<file path="config.mk">
export PLATFORM = sky130hd
export DESIGN_NAME = seq_detector
export DESIGN_NICKNAME = d
export VERILOG_FILES = /design/src/rtl/seq_detector_pkg.sv /design/src/rtl/seq_detector_sync2.sv /design/src/rtl/seq_detector.sv
export SDC_FILE = /design/constraint.sdc
export NUM_CORES = 1
export LEC_CHECK = 0
export ABC_AREA = 1
export BUFFER_PORTS_ARGS = -buffer_cell sky130_fd_sc_hd__buf_2
export CAP_MARGIN = 20
export CORE_MARGIN = 4
export CORE_UTILIZATION = 50
export DETAILED_ROUTE_END_ITERATION = 6
export PLACE_DENSITY = 0.8
export SYNTH_ARGS = -nofsm -noshare
export SYNTH_HDL_FRONTEND = slang
export SYNTH_SLANG_ARGS = --single-unit
</file>
<file path="constraint.sdc">
create_clock -name clk -period 2.8 [get_ports clk]
set_input_delay 0.28 -clock clk [delete_from_list [all_inputs] [get_ports clk]]
set_output_delay 0.28 -clock clk [all_outputs]
set_load 0.01 [all_outputs]
</file>
<file path="src/rtl/seq_detector_pkg.sv">
// rtl/seq_detector_pkg.sv - shared state type, count width and gray helper for seq_detector
package seq_detector_pkg;

  typedef enum logic [1:0] {
    IDLE = 2'd0,
    HUNT = 2'd1,
    RUN  = 2'd2
  } state_t;

  localparam int CNT_W = 16;

  function automatic logic [31:0] gray(input logic [31:0] v);
    return v ^ (v >> 1);
  endfunction

endpackage

</file>
<file path="src/rtl/seq_detector_sync2.sv">
// rtl/seq_detector_sync2.sv - two-flop synchronizer for the asynchronous symbol bus
module sync2 #(
  parameter int WIDTH = 2
) (
  input  logic             clk,
  input  logic             rstn,
  input  logic [WIDTH-1:0] d,
  output logic [WIDTH-1:0] q
);

  logic [WIDTH-1:0] meta;

  always_ff @(posedge clk or negedge rstn) begin
    if (!rstn) begin
      meta <= '0;
      q    <= '0;
    end else begin
      meta <= d;
      q    <= meta;
    end
  end

endmodule

</file>
<file path="src/rtl/seq_detector.sv">
// rtl/seq_detector.sv - detects a programmable symbol sequence on a synchronized asynchronous bus
module seq_detector
  import seq_detector_pkg::*;
#(
  parameter int WIDTH   = 2,
  parameter int DEPTH   = 4,
  parameter int TIMEOUT = 16,
  parameter int OVERLAP = 1,
  localparam int IW     = $clog2(DEPTH)
) (
  input  logic             clk,
  input  logic             rstn,
  input  logic [WIDTH-1:0] in,
  input  logic             en,
  input  logic             cfg_we,
  input  logic [IW-1:0]    cfg_idx,
  input  logic [WIDTH-1:0] cfg_data,
  output logic             out,
  output logic [CNT_W-1:0] hit_cnt,
  output logic             busy
);

  localparam int TW = (TIMEOUT > 1) ? $clog2(TIMEOUT) : 1;

  logic [WIDTH-1:0] sym;
  logic [WIDTH-1:0] prev;
  logic [WIDTH-1:0] pat [DEPTH];
  logic             ev;
  logic             hit;
  logic [IW-1:0]    nidx;
  logic [IW-1:0]    idx;
  logic [TW-1:0]    timer;
  logic [CNT_W-1:0] cnt_q;
  state_t           state;

  sync2 #(.WIDTH(WIDTH)) u_sync (
    .clk  (clk),
    .rstn (rstn),
    .d    (in),
    .q    (sym)
  );

  // Only a change of the synchronized value is a symbol; holding a value is silence.
  assign ev      = (sym != prev);
  assign hit_cnt = cnt_q;

  always_ff @(posedge clk or negedge rstn) begin
    if (!rstn) begin
      prev <= '0;
      for (int k = 0; k < DEPTH; k++) begin
        pat[k] <= WIDTH'(gray(32'(k % (1 << WIDTH))));
      end
    end else begin
      prev <= sym;
      if (cfg_we && !en && (int'(cfg_idx) < DEPTH)) begin
        pat[cfg_idx] <= cfg_data;
      end
    end
  end

  // A symbol that breaks the run may itself be the first symbol of a new attempt.
  always_comb begin
    hit  = 1'b0;
    nidx = '0;
    if (sym == pat[idx]) begin
      if (idx == IW'(DEPTH - 1)) begin
        hit  = 1'b1;
        nidx = ((OVERLAP != 0) && (sym == pat[0])) ? IW'(1) : '0;
      end else begin
        nidx = idx + IW'(1);
      end
    end else begin
      nidx = (sym == pat[0]) ? IW'(1) : '0;
    end
  end

  always_ff @(posedge clk or negedge rstn) begin
    if (!rstn) begin
      state <= IDLE;
      idx   <= '0;
      timer <= '0;
      out   <= 1'b0;
      busy  <= 1'b0;
      cnt_q <= '0;
    end else begin
      out <= 1'b0;
      if (!en) begin
        state <= IDLE;
        idx   <= '0;
        timer <= '0;
        busy  <= 1'b0;
      end else begin
        case (state)
          IDLE: begin
            state <= HUNT;
            idx   <= '0;
            timer <= '0;
            busy  <= 1'b0;
          end
          default: begin
            if (ev) begin
              timer <= '0;
              idx   <= nidx;
              busy  <= (nidx != '0);
              state <= (nidx != '0) ? RUN : HUNT;
              if (hit) begin
                out <= 1'b1;
                if (cnt_q != '1) begin
                  cnt_q <= cnt_q + CNT_W'(1);
                end
              end
            end else if ((state == RUN) && (TIMEOUT != 0)) begin
              // A stalled partial match is abandoned after TIMEOUT silent cycles.
              if (timer == TW'(TIMEOUT - 1)) begin
                timer <= '0;
                idx   <= '0;
                busy  <= 1'b0;
                state <= HUNT;
              end else begin
                timer <= timer + TW'(1);
              end
            end else begin
              timer <= '0;
            end
          end
        endcase
      end
    end
  end

endmodule

</file>
==> impl_metrics.py <==
metrics = {
    "placed_design": {
        "placement.setup.worst_slack_ps": 913,
        "post-place-cells": 330,
        "io_buffers": 27,
        "dp_hpwl_um": 3030,
        "dpl-instance-area_mm2": 0.00234,
        "gp_routability_congestion": 0.792,
    },
    "timing": {
        "timing_worst_slew_pin_value_ps": 839,
        "rsz_0062_raised_after_global_routing": "false",
        "final.period_utilization_pct": 68.7,
        "timing.fmax_ghz": 0.520,
        "setup_viol_count_final": 0,
        "final.setup_skew_ps": 11.8,
        "slew-limit-headroom_pct": 44.1,
        "timing.final.max_slew_violations": 0,
        "min_period_ps": 1920,
        "setup_total_negative_slack_ps": 0,
        "final-hold-violation-count": 0,
        "postLayoutSetupSlackWorst_ps": 877,
        "fin_hold_ws_ps": 79.2,
    },
    "die": {
        "core_area_mm2": 0.00409,
        "die_h_um": 73.8,
        "floorplan.io_pins": 28,
        "initial_cell_density_of_the_core_pct": 52.9,
        "die_area_mm2": 0.00544,
        "fp-row-count": 23,
        "dieWidth_um": 73.8,
    },
    "synthesis": {
        "post-synth-top-count-cell": "nand2_1",
        "synth_area_leaders": "dfrtp_1, nand2_1, inv_1",
        "ys_top_cells_by_count": "nand2_1, inv_1, dfrtp_1",
        "netlist.top_cell.by_area": "dfrtp_1",
        "post_synth_fa_ha_maj_area_fraction_pct": 1.74,
        "synth-edff-count": 0,
        "synth_top_flop_cell": "dfrtp_1",
        "synth-simple-area-share_pct": 29.1,
        "syn_nets": 268,
        "post_synth_mux_area_share_pct": 0,
        "yosysWarningCount": 0,
        "synth-compound-area-share_pct": 8.33,
        "syn_avg_cell_area_um2": 8.48,
        "synthesis.instances": 255,
        "ys_async_sr_fraction_pct": 100,
        "netlist.area_leader.share_pct": 40.5,
        "synthesis.area_mm2": 0.00216,
        "synth_top_family_by_area": "simple AND/OR/NAND/NOR gates",
        "post_synth_num_cell_types": 25,
        "synth-seq-area-share_pct": 45.4,
        "xor_xnor_fraction_of_synth_area_pct": 7.70,
        "synth.ff_latch_count": 39,
    },
    "worst_setup_path": {
        "startpoint_type": "flip-flop",
        "crit_path_cell_trace": "inv_2, nand2_1, nand3_1, nand2_1, nand2_1, nand2_2, a21oi_4, nand3_4, xor2_1",
        "worstReg2RegStart": "idx[0]",
        "cp-end-kind": "flip-flop",
        "slowest_stage": "dfrtp_1",
        "critical-path-top-cell-by-count": "nand2_1",
        "timing.critical_path.required_ps": 2950,
        "slowest_delay_ps": 470,
        "timing.critical_path.buf_inv": 1,
        "timing.critical_path.arrival_ps": 2070,
        "reg2reg_setup_slack_ps": 880,
        "r2r.worst_path.cells": 9,
        "crit_fanout": 28,
        "r2r-end": "hit_cnt[0]",
        "worstSetupPathType": "flip-flop to flip-flop",
        "path_delay_family": "simple AND/OR/NAND/NOR gates",
    },
    "detailed_routing": {
        "drt_pre_antenna_iters": 4,
        "drtAntennaViolNets": 0,
        "first_iter_violations": 92,
        "drc": 0,
        "wl_per_cell_um": 11.9,
        "detailroute.via_count": 1710,
        "detail_route.vias_per_cell": 5.06,
        "totalWireLength_um": 4030,
    },
    "cells_and_area": {
        "antenna-diode-count": 0,
        "num-nets-final": 300,
        "layout.cells.non_filler": 338,
        "post_route_cells_drive_above_1_share_pct": 24.7,
        "finalInstanceArea_mm2": 0.00245,
        "area_growth_syn_to_layout_pct": 13.3,
        "finalCoreUtilization_pct": 60.0,
    },
    "clocking": {
        "cts_buffers": 5,
        "clkSinkCount": 39,
        "cts.reportedPaths.clkPinSlew_ps": 90,
        "ctsRootBufferMaster": "clkbuf_8",
        "buffer_depth_of_the_longest_clock_path": 2,
        "ctsHoldBuffers": 0,
        "cts-resized-gates": 0,
        "post-cts-setup-buffer-count": 0,
        "clock_tree.htree_level_count": 2,
        "tritoncts": "yes",
        "worstSkewPairLatency_ps": 290,
    },
    "global_route": {
        "wire_length_of_the_first_global_routing_pass_um": 7330,
        "grt_antenna_before_repair": 0,
        "largest_net_degree_at_the_start_of_global_routing": 40,
        "grt_pass1_vias": 1656,
        "grt_resource_usage_total_pct": 17.2,
        "grt-ovfl-total": 0,
    },
    "power": {
        "power.leakage_nw": 1.20,
        "report.power.total_mw": 1.25,
        "power.density_cell_area_mw_per_mm2": 512,
        "irDropWorstVdd_mv": 0.381,
    },
    "status": {
        "run_status": "completed",
    },
    "worst_hold_path": {
        "holdCritPathClass": "primary input to asynchronous set/reset pin",
    },
    "run": {
        "max-cap-violations": 0,
    },
}
[power by group]
group          total [mW]  internal, mW  switching, mW
sequential          0.632         0.604         0.0279
combinational       0.154        0.0555         0.0981
clock               0.470         0.265          0.204
total                1.25         0.925          0.330
[worst max-delay path by stage]
stage	slack, ps	depth (start not counted)	start	end
floorplan	1230	8	hit_cnt[1]	hit_cnt[11]
global placement	1050	9	idx[0]	hit_cnt[0]
detailed placement	910	10	idx[0]	hit_cnt[5]
CTS	860	9	idx[0]	hit_cnt[0]
global route	730	9	idx[0]	hit_cnt[0]
finish	880	9	idx[0]	hit_cnt[0]
[sequential cells by signal, indices dropped and copies added (netlist names)]
register,cells
prev,2
u_sync.q,2
state,2
pat,8
hit_cnt,16
timer,4
idx,2
out,1
u_sync.meta,2
[area by class of cell]
| cell class | instances | area [um^2] |
|---|---|---|
| inverters | 39 | 146 |
| repair buffers | 27 | 135 |
| clock buffers | 5 | 68.8 |
| clock inverters | 3 | 43.8 |
| flip-flops and latches | 39 | 981 |
| well taps | 50 | 62.6 |
| multi-input cells | 175 | 1010 |
| fillers | 361 | 1640 |
[logic make-up after synthesis]
group | count (synthesis)
flip-flops | 39
adder cells (fa/ha/maj) | 3
AND/OR/NAND/NOR | 129
AO/OA/AOI/OAI | 24
buffers and inverters | 41
XOR/XNOR | 19
[cells in the final DEF (no fill, tap or decap), types with 4 or more instances in the layout]
cell	synthesis	final
o21ai_0	10	10
nor2_1	17	17
o21ai_2	13	13
nand2_2	8	8
dfrtp_1	35	35
xnor2_1	10	10
nor3_1	5	5
dfstp_2	4	4
buf_2	0	27
nand3_2	4	4
nand3_1	22	22
nand2_1	64	64
xor2_1	9	9
inv_1	38	38
clkbuf_8	0	5
[metal layers]
layer  GRT usage [%]  vias to the layer above  wire length [um]
met5               0                        -                 0
met4            4.23                        0                42
met3            4.51                        5               162
met2            29.1                       30              1940
met1            21.9                      811              1880
li1                -                      864                 -
Note: power is estimated with default switching activity, not from simulation.
